File: src/rtl/sim_pkg.sv
// sim_pkg: shared FSM encoding, trap encoding default, lane-packing widths
// and small lane-mask helpers for the commit monitor slice.
package sim_pkg;

    typedef enum logic [1:0] {
        ST_IDLE    = 2'd0,
        ST_RUN     = 2'd1,
        ST_TRAP    = 2'd2,
        ST_TIMEOUT = 2'd3
    } mon_state_e;

    localparam logic [31:0] TRAP_INSTR_DEF = 32'h8000_0000;
    localparam int          PC_W           = 32;
    localparam int          INSTR_W        = 32;
    localparam int          CODE_W         = 8;
    localparam int          MAX_LANES      = 4;

    // Keep valid lanes up to and including the lowest-index trap lane.
    function automatic logic [MAX_LANES-1:0] lanes_upto_trap(
        input logic [MAX_LANES-1:0] valid,
        input logic [MAX_LANES-1:0] hit
    );
        logic [MAX_LANES-1:0] keep;
        logic                 found;
        keep  = '0;
        found = 1'b0;
        for (int i = 0; i < MAX_LANES; i++) begin
            if (!found) keep[i] = valid[i];
            if (hit[i]) found = 1'b1;
        end
        return keep;
    endfunction

    // Number of set lanes in a mask.
    function automatic logic [2:0] lane_popcount(input logic [MAX_LANES-1:0] m);
        logic [2:0] n;
        n = '0;
        for (int i = 0; i < MAX_LANES; i++) n = n + {2'b00, m[i]};
        return n;
    endfunction

endpackage

File: src/rtl/sim_commit_monitor_if.sv
// sim_commit_monitor_if: commit lanes from the core plus the commit-log
// drain port. The core/bench side is master, the monitor is slave.
interface sim_commit_monitor_if #(
    parameter int LANES = 2
);
    import sim_pkg::*;

    logic [LANES-1:0]         commit_valid;
    logic [PC_W*LANES-1:0]    commit_pc;
    logic [INSTR_W*LANES-1:0] commit_instr;
    logic [CODE_W-1:0]        trap_code_i;

    logic                     log_valid;
    logic                     log_ready;
    logic [LANES-1:0]         log_mask;
    logic [PC_W*LANES-1:0]    log_pc;
    logic [INSTR_W*LANES-1:0] log_instr;
    logic                     log_overflow;

    modport master (
        output commit_valid, commit_pc, commit_instr, trap_code_i, log_ready,
        input  log_valid, log_mask, log_pc, log_instr, log_overflow
    );

    modport slave (
        input  commit_valid, commit_pc, commit_instr, trap_code_i, log_ready,
        output log_valid, log_mask, log_pc, log_instr, log_overflow
    );

endinterface

File: src/rtl/commit_log_fifo.sv
// commit_log_fifo: first-word-fall-through FIFO for commit log entries.
// Pointers carry one extra bit so full and empty are distinguishable.
// A push into a full FIFO is dropped and latches a sticky overflow flag,
// unless a pop happens in the same cycle.
module commit_log_fifo #(
    parameter int WIDTH = 8,
    parameter int DEPTH = 8
) (
    input  logic             clock,
    input  logic             reset_n,
    input  logic             push,
    input  logic [WIDTH-1:0] push_data,
    input  logic             pop_ready,
    output logic             pop_valid,
    output logic [WIDTH-1:0] pop_data,
    output logic             overflow
);
    localparam int AW = $clog2(DEPTH);

    logic [WIDTH-1:0] mem [DEPTH];
    logic [AW:0]      wr_ptr_p1, rd_ptr_p1;
    logic             empty, full, do_pop, do_push, drop;

    assign empty     = (wr_ptr_p1 == rd_ptr_p1);
    assign full      = (wr_ptr_p1[AW] != rd_ptr_p1[AW]) &&
                       (wr_ptr_p1[AW-1:0] == rd_ptr_p1[AW-1:0]);
    assign do_pop    = !empty && pop_ready;
    assign do_push   = push && (!full || do_pop);
    assign drop      = push && full && !do_pop;
    assign pop_valid = !empty;
    assign pop_data  = empty ? '0 : mem[rd_ptr_p1[AW-1:0]];

    // Entry storage; reads are masked while empty so no reset is needed.
    always_ff @(posedge clock) begin
        if (do_push) mem[wr_ptr_p1[AW-1:0]] <= push_data;
    end

    // Read/write pointers and the sticky overflow flag.
    always_ff @(posedge clock or negedge reset_n) begin
        if (!reset_n) begin
            wr_ptr_p1 <= '0;
            rd_ptr_p1 <= '0;
            overflow  <= 1'b0;
        end else begin
            if (do_push) wr_ptr_p1 <= wr_ptr_p1 + (AW+1)'(1);
            if (do_pop)  rd_ptr_p1 <= rd_ptr_p1 + (AW+1)'(1);
            if (drop)    overflow  <= 1'b1;
        end
    end

endmodule

File: src/rtl/sim_commit_monitor.sv
// sim_commit_monitor: simulation-side retirement monitor. Counts cycles and
// retired instructions, detects the halt (trap) instruction, and raises a
// watchdog timeout when the core stops committing.
// Optional commit log FIFO is built when COMMIT_LOG_EN is defined; otherwise
// all log outputs are tied low and log_ready is ignored.
module sim_commit_monitor
    import sim_pkg::*;
#(
    parameter int          LANES       = 2,
    parameter int          CNT_W       = 64,
    parameter int          FIFO_DEPTH  = 8,
    parameter int          TIMEOUT_CYC = 10000,
    parameter logic [31:0] TRAP_INSTR  = TRAP_INSTR_DEF
) (
    input  logic                clock,
    input  logic                reset_n,
    sim_commit_monitor_if.slave bus,
    output logic [CNT_W-1:0]    cycle_cnt,
    output logic [CNT_W-1:0]    instr_cnt,
    output logic [1:0]          state_o,
    output logic                trap_valid,
    output logic [CODE_W-1:0]   trap_code,
    output logic [PC_W-1:0]     trap_pc,
    output logic                timeout
);
    localparam int              WD_W     = $clog2(TIMEOUT_CYC + 1);
    localparam logic [WD_W-1:0] WD_LIMIT = WD_W'(TIMEOUT_CYC);

    mon_state_e        state_p1, state_d;
    logic [WD_W-1:0]   wd_p1, wd_d, wd_inc;
    logic [CNT_W-1:0]  cycle_p1, instr_p1;
    logic              trap_valid_p1, timeout_p1;
    logic [CODE_W-1:0] trap_code_p1;
    logic [PC_W-1:0]   trap_pc_p1, trap_pc_sel;
    logic [LANES-1:0]  trap_hit, lane_keep;
    logic              any_valid, active, trap_take;

    assign any_valid = |bus.commit_valid;
    assign active    = (state_p1 == ST_IDLE) || (state_p1 == ST_RUN);
    assign trap_take = (state_p1 == ST_RUN) && (|trap_hit);
    assign lane_keep = trap_take
                     ? LANES'(lanes_upto_trap(MAX_LANES'(bus.commit_valid), MAX_LANES'(trap_hit)))
                     : bus.commit_valid;

    // Per-lane trap match; scanning downward leaves the lowest-index pc selected.
    always_comb begin
        trap_hit    = '0;
        trap_pc_sel = '0;
        for (int i = LANES - 1; i >= 0; i--) begin
            trap_hit[i] = bus.commit_valid[i] &&
                          (bus.commit_instr[INSTR_W*i +: INSTR_W] == TRAP_INSTR);
            if (trap_hit[i]) trap_pc_sel = bus.commit_pc[PC_W*i +: PC_W];
        end
    end

    // Next state and watchdog; a commit on the limit cycle clears the watchdog.
    always_comb begin
        state_d = state_p1;
        wd_d    = wd_p1;
        wd_inc  = wd_p1 + WD_W'(1);
        case (state_p1)
            ST_IDLE: begin
                if (any_valid) state_d = ST_RUN;
            end
            ST_RUN: begin
                if (trap_take) begin
                    state_d = ST_TRAP;
                end else if (any_valid) begin
                    wd_d = '0;
                end else begin
                    wd_d = wd_inc;
                    if (wd_inc == WD_LIMIT) state_d = ST_TIMEOUT;
                end
            end
            default: ;
        endcase
    end

    // State, watchdog, counters and trap/timeout capture; counters freeze once terminal.
    always_ff @(posedge clock or negedge reset_n) begin
        if (!reset_n) begin
            state_p1      <= ST_IDLE;
            wd_p1         <= '0;
            cycle_p1      <= '0;
            instr_p1      <= '0;
            trap_valid_p1 <= 1'b0;
            trap_code_p1  <= '0;
            trap_pc_p1    <= '0;
            timeout_p1    <= 1'b0;
        end else begin
            state_p1 <= state_d;
            wd_p1    <= wd_d;
            if (active) begin
                cycle_p1 <= cycle_p1 + CNT_W'(1);
                instr_p1 <= instr_p1 + CNT_W'(lane_popcount(MAX_LANES'(lane_keep)));
            end
            if (trap_take) begin
                trap_valid_p1 <= 1'b1;
                trap_code_p1  <= bus.trap_code_i;
                trap_pc_p1    <= trap_pc_sel;
            end
            if ((state_p1 == ST_RUN) && (state_d == ST_TIMEOUT)) timeout_p1 <= 1'b1;
        end
    end

    assign cycle_cnt  = cycle_p1;
    assign instr_cnt  = instr_p1;
    assign state_o    = state_p1;
    assign trap_valid = trap_valid_p1;
    assign trap_code  = trap_code_p1;
    assign trap_pc    = trap_pc_p1;
    assign timeout    = timeout_p1;

`ifdef COMMIT_LOG_EN
    localparam int ENTRY_W = LANES + (PC_W + INSTR_W) * LANES;

    logic               log_push;
    logic [ENTRY_W-1:0] log_head;

    assign log_push = active && any_valid;

    commit_log_fifo #(
        .WIDTH (ENTRY_W),
        .DEPTH (FIFO_DEPTH)
    ) u_log_fifo (
        .clock     (clock),
        .reset_n   (reset_n),
        .push      (log_push),
        .push_data ({lane_keep, bus.commit_pc, bus.commit_instr}),
        .pop_ready (bus.log_ready),
        .pop_valid (bus.log_valid),
        .pop_data  (log_head),
        .overflow  (bus.log_overflow)
    );

    assign {bus.log_mask, bus.log_pc, bus.log_instr} = log_head;
`else
    logic unused_log_ready;

    assign unused_log_ready = bus.log_ready;
    assign bus.log_valid    = 1'b0;
    assign bus.log_mask     = '0;
    assign bus.log_pc       = '0;
    assign bus.log_instr    = '0;
    assign bus.log_overflow = 1'b0;
`endif

endmodule

File: src/flat_wrapper.sv
// flat-port wrapper written by rule: the top's interface ports become plain ports
module sim_commit_monitor_flat import sim_pkg::*;
#(
    parameter int          LANES       = 2,
    parameter int          CNT_W       = 64,
    parameter int          FIFO_DEPTH  = 8,
    parameter int          TIMEOUT_CYC = 10000,
    parameter logic [31:0] TRAP_INSTR  = TRAP_INSTR_DEF
)
  (clock, reset_n, cycle_cnt, instr_cnt, state_o, trap_valid, trap_code, trap_pc, timeout, bus_commit_valid, bus_commit_pc, bus_commit_instr, bus_trap_code_i, bus_log_ready, bus_log_valid, bus_log_mask, bus_log_pc, bus_log_instr, bus_log_overflow);
  sim_commit_monitor_if #(.LANES(LANES)) bus_i ();
  input  logic clock;
  input  logic reset_n;
  output logic [CNT_W-1:0] cycle_cnt;
  output logic [CNT_W-1:0] instr_cnt;
  output logic [1:0] state_o;
  output logic trap_valid;
  output logic [CODE_W-1:0] trap_code;
  output logic [PC_W-1:0] trap_pc;
  output logic timeout;
  input wire logic [$bits(bus_i.commit_valid)-1:0] bus_commit_valid;
  input wire logic [$bits(bus_i.commit_pc)-1:0] bus_commit_pc;
  input wire logic [$bits(bus_i.commit_instr)-1:0] bus_commit_instr;
  input wire logic [$bits(bus_i.trap_code_i)-1:0] bus_trap_code_i;
  input wire logic [$bits(bus_i.log_ready)-1:0] bus_log_ready;
  output wire logic [$bits(bus_i.log_valid)-1:0] bus_log_valid;
  output wire logic [$bits(bus_i.log_mask)-1:0] bus_log_mask;
  output wire logic [$bits(bus_i.log_pc)-1:0] bus_log_pc;
  output wire logic [$bits(bus_i.log_instr)-1:0] bus_log_instr;
  output wire logic [$bits(bus_i.log_overflow)-1:0] bus_log_overflow;
  assign bus_i.commit_valid = bus_commit_valid;
  assign bus_i.commit_pc = bus_commit_pc;
  assign bus_i.commit_instr = bus_commit_instr;
  assign bus_i.trap_code_i = bus_trap_code_i;
  assign bus_i.log_ready = bus_log_ready;
  assign bus_log_valid = bus_i.log_valid;
  assign bus_log_mask = bus_i.log_mask;
  assign bus_log_pc = bus_i.log_pc;
  assign bus_log_instr = bus_i.log_instr;
  assign bus_log_overflow = bus_i.log_overflow;
  sim_commit_monitor #(.LANES(LANES), .CNT_W(CNT_W), .FIFO_DEPTH(FIFO_DEPTH), .TIMEOUT_CYC(TIMEOUT_CYC), .TRAP_INSTR(TRAP_INSTR)) u_core (.clock(clock), .reset_n(reset_n), .bus(bus_i), .cycle_cnt(cycle_cnt), .instr_cnt(instr_cnt), .state_o(state_o), .trap_valid(trap_valid), .trap_code(trap_code), .trap_pc(trap_pc), .timeout(timeout));
endmodule
File: config.mk
export PLATFORM = sky130hd
export DESIGN_NAME = sim_commit_monitor_flat
export DESIGN_NICKNAME = d
export VERILOG_FILES = /design/src/rtl/sim_pkg.sv /design/src/rtl/sim_commit_monitor_if.sv /design/src/rtl/commit_log_fifo.sv /design/src/rtl/sim_commit_monitor.sv /design/src/flat_wrapper.sv
export SDC_FILE = /design/constraint.sdc
export NUM_CORES = 1
export LEC_CHECK = 0
export CORE_AREA = 4 4 173 175
export DETAILED_ROUTE_END_ITERATION = 10
export DIE_AREA = 0 0 177 179
export HOLD_SLACK_MARGIN = 0.12
export MAX_ROUTING_LAYER = met4
export PLACE_DENSITY = 0.69
export SLEW_MARGIN = 20
export SYNTH_ARGS = -nofsm -noshare
export SYNTH_HDL_FRONTEND = slang
export SYNTH_SLANG_ARGS = --single-unit
File: constraint.sdc
create_clock -name clock -period 4.1 [get_ports clock]
set_input_delay 0.82 -clock clock [delete_from_list [all_inputs] [get_ports clock]]
set_output_delay 0.82 -clock clock [all_outputs]
set_load 0.01 [all_outputs]
==> results_dict.tcl, run 1 <==
set metrics [dict create \
    cts_tree "built" \
    die_h_um 179 \
    holdCritPathClass "input port to async pin" \
    synthAdderAreaFrac 0.008407 \
    arrival_ns 4.37 \
    ios 445 \
    start_kind "input port" \
    cp-end-kind "register" \
    design_area_um2 13840 \
    critPathMaxStageDelay_ns 0.54 \
    synth_compound_area_frac 0.03656 \
    layoutNonFillerInstCount 1701 \
    placedCellCount 1664 \
    die_area_um2 31680 \
    port_buffers 311 \
    period_needed_ns 4.021 \
    wire_per_inst_um 15.42 \
    synth_ff_type "dfrtp_1" \
    tightest_slew_ns 0.9362 \
    cp_cell_sequence "clkdlybuf4s50_1 -> nor4_4 -> nand2_4 -> nor4_4 -> a21boi_2 -> ha_1 -> ha_2 -> inv_2 -> fa_2 -> and4bb_4 -> nand3_4 -> or4_4 -> nand2b_4 -> nor3_4 -> xor2_1" \
    crit_path_top_delay_cell "or4_4" \
    powerDensity_nw_per_um2 293.5 \
    track_usage 0.1581 \
    period_share 0.9808 \
    first_global_vias 7402 \
    syn_inst 967 \
    slew_viol_final 0 \
    firstDrtPassIters 4 \
    row_count 62 \
    synth-xor-area-share 0.1159 \
    dp_hpwl_um 20520 \
    globalplace.congestion 0.8149 \
    synth_top_family_by_area "simple AND/OR/NAND/NOR gates" \
    synth.avg_cell_area_um2 10.16 \
    holdBufCountCts 0 \
    crit_top_cell "nor4_4" \
    synthesis.area_um2 9823 \
    crit_family "simple AND/OR/NAND/NOR gates" \
    r2r_slack_ns 0.65 \
    synth-simple-area-share 0.2034 \
    antenna_found_initial 0 \
    vias 7771 \
    synthMuxAreaShare 0.04407 \
    antenna_left 0 \
    cp-startpoint "bus_commit_instr[18]" \
    placed_area_um2 13050 \
    ys_types 53 \
    initial_core_util 0.3450 \
    grt_max_degree 95 \
    viasPerCell 4.568 \
    slew_headroom 0.3701 \
    setup_viol 0 \
    numCtsBuffers 17 \
    drt_iter0_drc 341 \
    die_w_um 177 \
    path_buf_inv 2 \
    num-nets-final 1451 \
    cts.sinks 186 \
    htree_levels 4 \
    clk_pin_slew_ns 0.08 \
    r2r-start "u_core.state_o[0]" \
    drive_above_1_share 0.08656 \
    crit_path_max_fanout 4 \
    layout_common_cells "282 x clkdlybuf4s50_1, 186 x dfrtp_1, 132 x conb_1" \
    power_leakage_uw 0.006325 \
    grt_pass1_wl_um 38920 \
    clock_path_buffers 2 \
    synthToLayoutAreaGrowth_pct 40.86 \
    hold_viol 0 \
    antenna_cells 0 \
    core_um2 28470 \
    fin_skew_ns 0.02164 \
    outcome "finished, final reports clean" \
    routed_wl_um 26230 \
    mostFrequentLayoutCell "clkdlybuf4s50_1" \
    synth_seq_cells 186 \
    drv_cap 0 \
    yosysSeqAreaShare 0.4738 \
    synth-edff-count 0 \
    crit_type "input port to register" \
    grt_overflow 0 \
    ctsRootBufferMaster "clkbuf_16" \
    max-vdd-ir-drop_uv 232.1 \
    cp.required_ns 4.45 \
    drc 0 \
    clk_latency_ns 0.44 \
    fmax_mhz 248.7 \
    synthArstFlopShare 1.000 \
    yosys_warnings 0 \
]
Yosys cell counts, types with 3 or more instances:
| cell type | count | area share |
|---|---|---|
| dfrtp_1 | 186 | 0.47 |
| buf_4 | 135 | 0.10 |
| nor2_1 | 91 | 0.035 |
| xnor2_1 | 77 | 0.069 |
| nand3_1 | 66 | 0.034 |
| nand2_1 | 63 | 0.024 |
| xor2_1 | 53 | 0.047 |
| a21oi_1 | 35 | 0.018 |
| nand4_1 | 33 | 0.021 |
| mux2i_1 | 32 | 0.033 |
| and3_1 | 22 | 0.014 |
| nor4_1 | 18 | 0.011 |
| nor3_1 | 17 | 0.0087 |
| and4_1 | 16 | 0.014 |
| inv_1 | 13 | 0.0050 |
| o21ai_0 | 12 | 0.0061 |
| buf_2 | 10 | 0.0051 |
| mux2_2 | 10 | 0.011 |
| clkbuf_1 | 7 | 0.0027 |
| nand2b_1 | 6 | 0.0038 |
| ha_1 | 5 | 0.0064 |
| nor4_2 | 5 | 0.0064 |
| buf_1 | 4 | 0.0015 |
| nor4b_1 | 4 | 0.0036 |
| o31ai_1 | 4 | 0.0031 |
| a21o_1 | 3 | 0.0023 |
| a22o_1 | 3 | 0.0027 |
| and2_1 | 3 | 0.0019 |
| nor3_2 | 3 | 0.0031 |
| or2_2 | 3 | 0.0019 |
| or3_1 | 3 | 0.0019 |
final timing paths:
| kind | end | cells after the start |
|---|---|---|
| max | u_core.instr_cnt[54] | 15 |
| min | u_core.instr_cnt[41] | 1 |
| max reg2reg | u_core.instr_cnt[54] | 12 |
| min reg2reg | u_core.instr_cnt[63] | 1 |
| max in group asynchronous | u_core.trap_pc[30] | 2 |
| min in group clock | u_core.instr_cnt[63] | 1 |
sequential cells by signal, indices dropped and copies added, names as in the netlist:
register and cells:
u_core.instr_cnt 64, u_core.trap_pc 32, u_core.trap_valid 1, u_core.timeout 1, u_core.cycle_cnt 64, u_core.state_o 2, u_core.trap_code 8, u_core.wd_p1 14
final cells by class:
class                      count  area, µm²
clock buffer                  19      442.9
fill                        2638      14630
tap                          384      480.5
timing repair buffer         343       3440
inverter                      13      48.80
sequential                   186       4654
clock inverter                13      130.1
multi-input combinational    743       4641
metrics by stage:
step	worst slack, ns	power (µW)	util	hold slack [ns]	TNS (ns)
after global placement	-0.5716	2463	0.4583	0.4586	-11.55
after global routing	-0.03663	4247	0.4860	0.4805	-0.08675
after detailed placement	-0.6012	2468	0.4583	0.4628	-12.87
after CTS	0.02207	4107	0.4797	0.4753	0
after floorplan	0.01561	2240	-	0.4786	0
final	0.07852	4061	0.4860	0.4605	0
layer usage:
metal	wire, µm	up-vias	GRT usage	share of wire
met4	269	0	0.03675	0.010
li1	-	3730	-	-
met2	13720	266	0.2752	0.52
met3	1492	16	0.03395	0.057
met5	0	-	-	0
met1	10750	3759	0.1891	0.41
power breakdown:
group	leakage, µW	switching, µW	internal, µW	total [µW]
sequential	0.00255	65.9	1880	1940
clock	0.000278	790	824	1610
combinational	0.00350	233	271	505
total	0.00632	1090	2970	4060
logic make-up (layout without fill, tap and decap cells):
kind of cell,after synthesis,in the layout
and+or+nand+nor,371,371
DFF,186,186
buffers and inverters,169,388
xor gates and xnor gates,130,130
AOI/OAI and AO/OA,62,62
muxes,42,42
adders and majority gates,6,6
other,1,132
what timing repair did:
item	4_1_cts	5_1_grt
gates resized for setup	5	44
pin swaps	3	17
setup endpoints to repair	12	13
endpoints found under the hold margin	0	0
setup buffers	1	4
Note: power is estimated with default switching activity, not from simulation.
==> run 2: changes to the inputs <==
--- a/config.mk
+++ b/config.mk
@@ -11,6 +11,7 @@
 export HOLD_SLACK_MARGIN = 0.12
 export MAX_ROUTING_LAYER = met4
 export PLACE_DENSITY = 0.69
+export SKIP_CTS_REPAIR_TIMING = 1
 export SLEW_MARGIN = 20
 export SYNTH_ARGS = -nofsm -noshare
 export SYNTH_HDL_FRONTEND = slang
==> run 2 against run 1 <==
Net effect:
- global-route usage hardly changed
- non-clock buffer count stayed put
- hold slack worse by 0.019 ns
- flip-flop and latch count stayed put
- critical path type unchanged
- critical endpoint unchanged
- highest routed layer unchanged
==> results_dict.tcl, run 2 (synthesis gave the netlist of run 1 again) <==
set metrics [dict create \
    combPwrFrac 0.125 \
    layout_common_cells "282 x clkdlybuf4s50_1, 186 x dfrtp_1, 132 x conb_1" \
    setup_viol 0 \
    port_buffers 311 \
    power_frac_seq 0.479 \
    ctsRootBufferMaster "clkbuf_16" \
    firstDrtPassIters 4 \
    clock_path_buffers 2 \
    arrival_ns 4.37 \
    crit_path_max_fanout 4 \
    fin_ws_ns 0.08077 \
    r2r_slack_ns 0.63 \
    initial_core_util 0.3450 \
    clk_latency_ns 0.44 \
    wire_per_inst_um 15.48 \
    core_um2 28470 \
    power_leakage_uw 0.006325 \
    power_frac_clock 0.396 \
    tightest_slew_ns 0.9104 \
    slew_headroom 0.3875 \
    die_area_um2 31680 \
    fin_skew_ns 0.02145 \
    cp-end-kind "register" \
    drive_above_1_share 0.08656 \
    start_kind "input port" \
    grt_max_degree 95 \
    mostFrequentLayoutCell "clkdlybuf4s50_1" \
    rr_worst_depth 12 \
    swShare 0.2670 \
    drt_iter0_drc 356 \
    track_usage 0.1579 \
    dp_slack_ns -0.6012 \
    switchingPower_uw 1083 \
    crit_type "input port to register" \
    placed_area_um2 13050 \
    design_area_um2 13840 \
    row_count 62 \
    fmax_mhz 248.8 \
    first_global_vias 7384 \
    antenna_found_initial 0 \
    synthToLayoutAreaGrowth_pct 40.86 \
    outcome "finished, final reports clean" \
    grt_pass1_wl_um 38880 \
    grt_overflow 0 \
    powerDensity_nw_per_um2 293.0 \
    slew_viol_final 0 \
    ios 445 \
    clk_pin_slew_ns 0.08 \
    dp_hpwl_um 20520 \
    drc 0 \
    hold_viol 0 \
    antenna_left 0 \
    max-vdd-ir-drop_uv 232.1 \
    cts_tree "built" \
    whs_ns 0.4412 \
    globalplace.congestion 0.8149 \
    drv_cap 0 \
    vias 7793 \
    num-nets-final 1451 \
    htree_levels 4 \
    period_needed_ns 4.019 \
    die_w_um 177 \
    die_h_um 179 \
    viasPerCell 4.581 \
    antenna_cells 0 \
    period_share 0.9803 \
    cp-startpoint "bus_commit_instr[23]" \
    cts.sinks 186 \
    cp.required_ns 4.45 \
    holdCritPathClass "input port to async pin" \
    fillers 2637 \
    numCtsBuffers 17 \
    intPower_uw 2972 \
    routed_wl_um 26330 \
    final_core_util 0.4860 \
    r2r-start "u_core.state_o[0]" \
]
## run 2: cell counts in the layout (fill, tap and decap cells not counted)
No cell type changed its count.
## run 2: power by group through the flow
stage          Combinational [µW]  Sequential, µW  Clock [µW]
2_1_floorplan                 257            1980           0
3_3_place_gp                  484            1980           0
6_report                      505            1940        1610
3_5_place_dp                  489            1980           0
5_1_grt                       552            1950        1750
4_1_cts                       492            1940        1670
## run 2: worst max-delay path, cell delays in order
cell             delay [ns]
clkdlybuf4s50_1        0.44
nor4_4                 0.27
nand2_4                0.10
nor4_4                 0.19
a21boi_2               0.11
ha_1                   0.30
ha_2                   0.18
inv_2                  0.04
fa_2                   0.35
and4bb_4               0.36
nand3_4                0.08
or4_4                  0.54
nand2b_4               0.22
nor3_4                 0.18
xor2_1                 0.15
## run 2: per-stage QoR
stage	power (µW)	cells	setup TNS (ns)
after floorplan	2240	1098	0
after detailed placement	2468	1664	-12.87
after global routing	4247	1701	-0.02127
after global placement	2463	1664	-11.55
after CTS	4105	1696	-0.8514
final	4055	1701	0
## run 2: path summary, 6_finish.rpt
kind	endpoint
setup reg to reg	u_core.instr_cnt[54]
hold / removal	u_core.instr_cnt[41]
hold reg to reg	u_core.instr_cnt[63]
max in group asynchronous	u_core.trap_pc[30]
setup / recovery	u_core.instr_cnt[54]
min in group clock	u_core.instr_cnt[63]
## run 2: routing by layer
layer | vias to the layer above | share of wire | global-route usage
li1 | 3728 | - | -
met4 | 0 | 0.010 | 0.03675
met2 | 289 | 0.53 | 0.2744
met5 | - | 0 | -
met1 | 3760 | 0.40 | 0.1893
met3 | 16 | 0.062 | 0.03395
## run 2: final cells by class
| cell class | count | area (µm²) | share of cell area |
|---|---|---|---|
| clock buffer | 19 | 442.9 | 0.03201 |
| clock inverter | 13 | 130.1 | 0.009404 |
| inverter | 13 | 48.80 | 0.003527 |
| multi-input combinational | 743 | 4641 | 0.3354 |
| sequential | 186 | 4654 | 0.3364 |
| tap | 384 | 480.5 | 0.03472 |
| timing repair buffer | 343 | 3440 | 0.2486 |
==> run 3: changes to the inputs <==
--- a/config.mk
+++ b/config.mk
@@ -5,12 +5,13 @@
 export SDC_FILE = /design/constraint.sdc
 export NUM_CORES = 1
 export LEC_CHECK = 0
-export CORE_AREA = 4 4 173 175
+export CORE_AREA = 4 4 171 173
+export CTS_BUF_LIST = sky130_fd_sc_hd__clkbuf_8
 export DETAILED_ROUTE_END_ITERATION = 10
-export DIE_AREA = 0 0 177 179
+export DIE_AREA = 0 0 175 177
 export HOLD_SLACK_MARGIN = 0.12
 export MAX_ROUTING_LAYER = met4
-export PLACE_DENSITY = 0.69
+export PLACE_DENSITY = 0.7
 export SKIP_CTS_REPAIR_TIMING = 1
 export SLEW_MARGIN = 20
 export SYNTH_ARGS = -nofsm -noshare
==> run 3 against run 2 <==
Net effect:
- flip-flop and latch count stayed put
- power is 8.9% lower
- die area is 2.2% lower
- first-iteration DRC count is 22% higher
- final area is 1.7% lower
- register-to-register slack hardly changed
- global-route usage is 0.82 points higher
- critical path type unchanged
- largest cell class unchanged
- non-clock buffer count is 5 lower
==> results_dict.tcl, run 3 (synthesis gave the netlist of run 1 again) <==
set metrics [dict create \
    fin_ws_ns 0.1417 \
    ios 445 \
    drc 0 \
    track_usage 0.1661 \
    synthToLayoutAreaGrowth_pct 38.53 \
    antenna_left 0 \
    r2r-start "u_core.state_o[0]" \
    ctsRootBufferMaster "clkbuf_8" \
    whs_ns 0.4326 \
    rr_worst_depth 12 \
    grt_pass1_wl_um 40080 \
    crit_type "input port to register" \
    slew_headroom 0.3338 \
    cts_tree "built" \
    dp_hpwl_um 20850 \
    powerDensity_nw_per_um2 271.4 \
    grt_overflow 0 \
    drt_iter0_drc 433 \
    row_count 61 \
    clk_latency_ns 0.47 \
    viasPerCell 4.538 \
    clock_path_buffers 2 \
    period_needed_ns 3.958 \
    placedCellCount 1653 \
    holdCritPathClass "input port to async pin" \
    firstDrtPassIters 4 \
    initial_core_util 0.3555 \
    clk_pin_slew_ns 0.12 \
    htree_levels 4 \
    arrival_ns 4.35 \
    num-nets-final 1446 \
    wire_per_inst_um 15.70 \
    core_um2 27630 \
    numCtsBuffers 17 \
    port_buffers 311 \
    tightest_slew_ns 0.9902 \
    fmax_mhz 252.6 \
    layout_common_cells "280 x clkdlybuf4s50_1, 186 x dfrtp_1, 132 x conb_1" \
    cts.sinks 186 \
    slew_viol_final 0 \
    dp_slack_ns -0.5640 \
    hold_viol 0 \
    cp.required_ns 4.49 \
    max-vdd-ir-drop_uv 167.3 \
    period_share 0.9654 \
    power_leakage_uw 0.006229 \
    antenna_found_initial 0 \
    grt_max_degree 105 \
    routed_wl_um 26540 \
    die_area_um2 30980 \
    setup_viol 0 \
    drive_above_1_share 0.08308 \
    drv_cap 0 \
    r2r_slack_ns 0.62 \
    mostFrequentLayoutCell "clkdlybuf4s50_1" \
    die_w_um 175 \
    vias 7673 \
    die_h_um 177 \
    outcome "finished, final reports clean" \
    cp-end-kind "register" \
    power.total_uw 3693 \
    start_kind "input port" \
    globalplace.congestion 0.8307 \
    r2r-end "u_core.instr_cnt[54]" \
    fillers 2584 \
    fin_skew_ns 0.02196 \
    crit_path_max_fanout 4 \
    first_global_vias 7586 \
    fin_tns_setup_ns 0 \
    layoutNonFillerInstCount 1691 \
]
[run 3: cell count changes in the layout (fill, tap and decap cells not counted), moves of 2 or more]
| cell | change |
|---|---|
| clkbuf_16 | -17 |
| clkdlybuf4s50_1 | -2 |
| nor4_2 | +2 |
| buf_4 | -5 |
| clkinv_4 | -4 |
| clkbuf_8 | +16 |
| dlymetal6s2s_1 | +2 |
| inv_8 | +2 |
| clkinv_8 | +3 |
| nor2_4 | -2 |
[run 3: metrics by stage]
| step | cell area, µm² | util |
|---|---|---|
| after floorplan | 10340 | - |
| after global placement | 13000 | 0.4706 |
| after detailed placement | 13000 | 0.4706 |
| after CTS | 13410 | 0.4853 |
| after global routing | 13610 | 0.4924 |
| final | 13610 | 0.4925 |
[run 3: how the worst max path moves through the flow]
| stage | start | to | cells past startpoint |
|---|---|---|---|
| after detailed placement | bus_commit_instr[18] | u_core.instr_cnt[62] | 15 |
| after global routing | bus_commit_instr[28] | u_core.instr_cnt[54] | 15 |
| after floorplan | bus_commit_instr[22] | u_core.instr_cnt[54] | 15 |
| after CTS | bus_commit_instr[18] | u_core.instr_cnt[62] | 15 |
| after global placement | bus_commit_instr[18] | u_core.instr_cnt[62] | 15 |
| final | bus_commit_instr[7] | u_core.instr_cnt[54] | 15 |
[run 3: metal layers]
layer	GRT usage	routed length (µm)
met4	0.04354	399
met5	-	0
met1	0.1988	10660
met2	0.2913	14040
met3	0.02991	1441
[run 3: area by class of cell]
cell class                      instances  area [µm²]  area share
Antenna cell                            1       2.502   0.0001839
Clock buffer                           17       234.0     0.01719
Clock inverter                         15       171.4     0.01260
Inverter                               13       48.80    0.003586
Multi-Input combinational cell        743        4617      0.3393
Sequential cell                       186        4654      0.3420
Tap cell                              378       473.0     0.03476
Timing Repair Buffer                  338        3407      0.2504
[run 3: critical path, stage by stage]
cell	delay, ns
clkdlybuf4s50_1	0.47
nor2_2	0.12
nand2_2	0.09
nor4_4	0.30
a21boi_1	0.11
ha_1	0.33
ha_2	0.19
inv_2	0.04
fa_2	0.34
and4bb_4	0.36
nand3_4	0.09
or4_4	0.54
nand2b_4	0.20
nor3_4	0.17
xor2_1	0.16
[run 3: power breakdown]
group | switching [µW] | leakage, µW | internal, µW
sequential | 65.4 | 0.00255 | 1880
combinational | 233 | 0.00348 | 263
clock | 788 | 0.000203 | 467
total | 1090 | 0.00623 | 2610
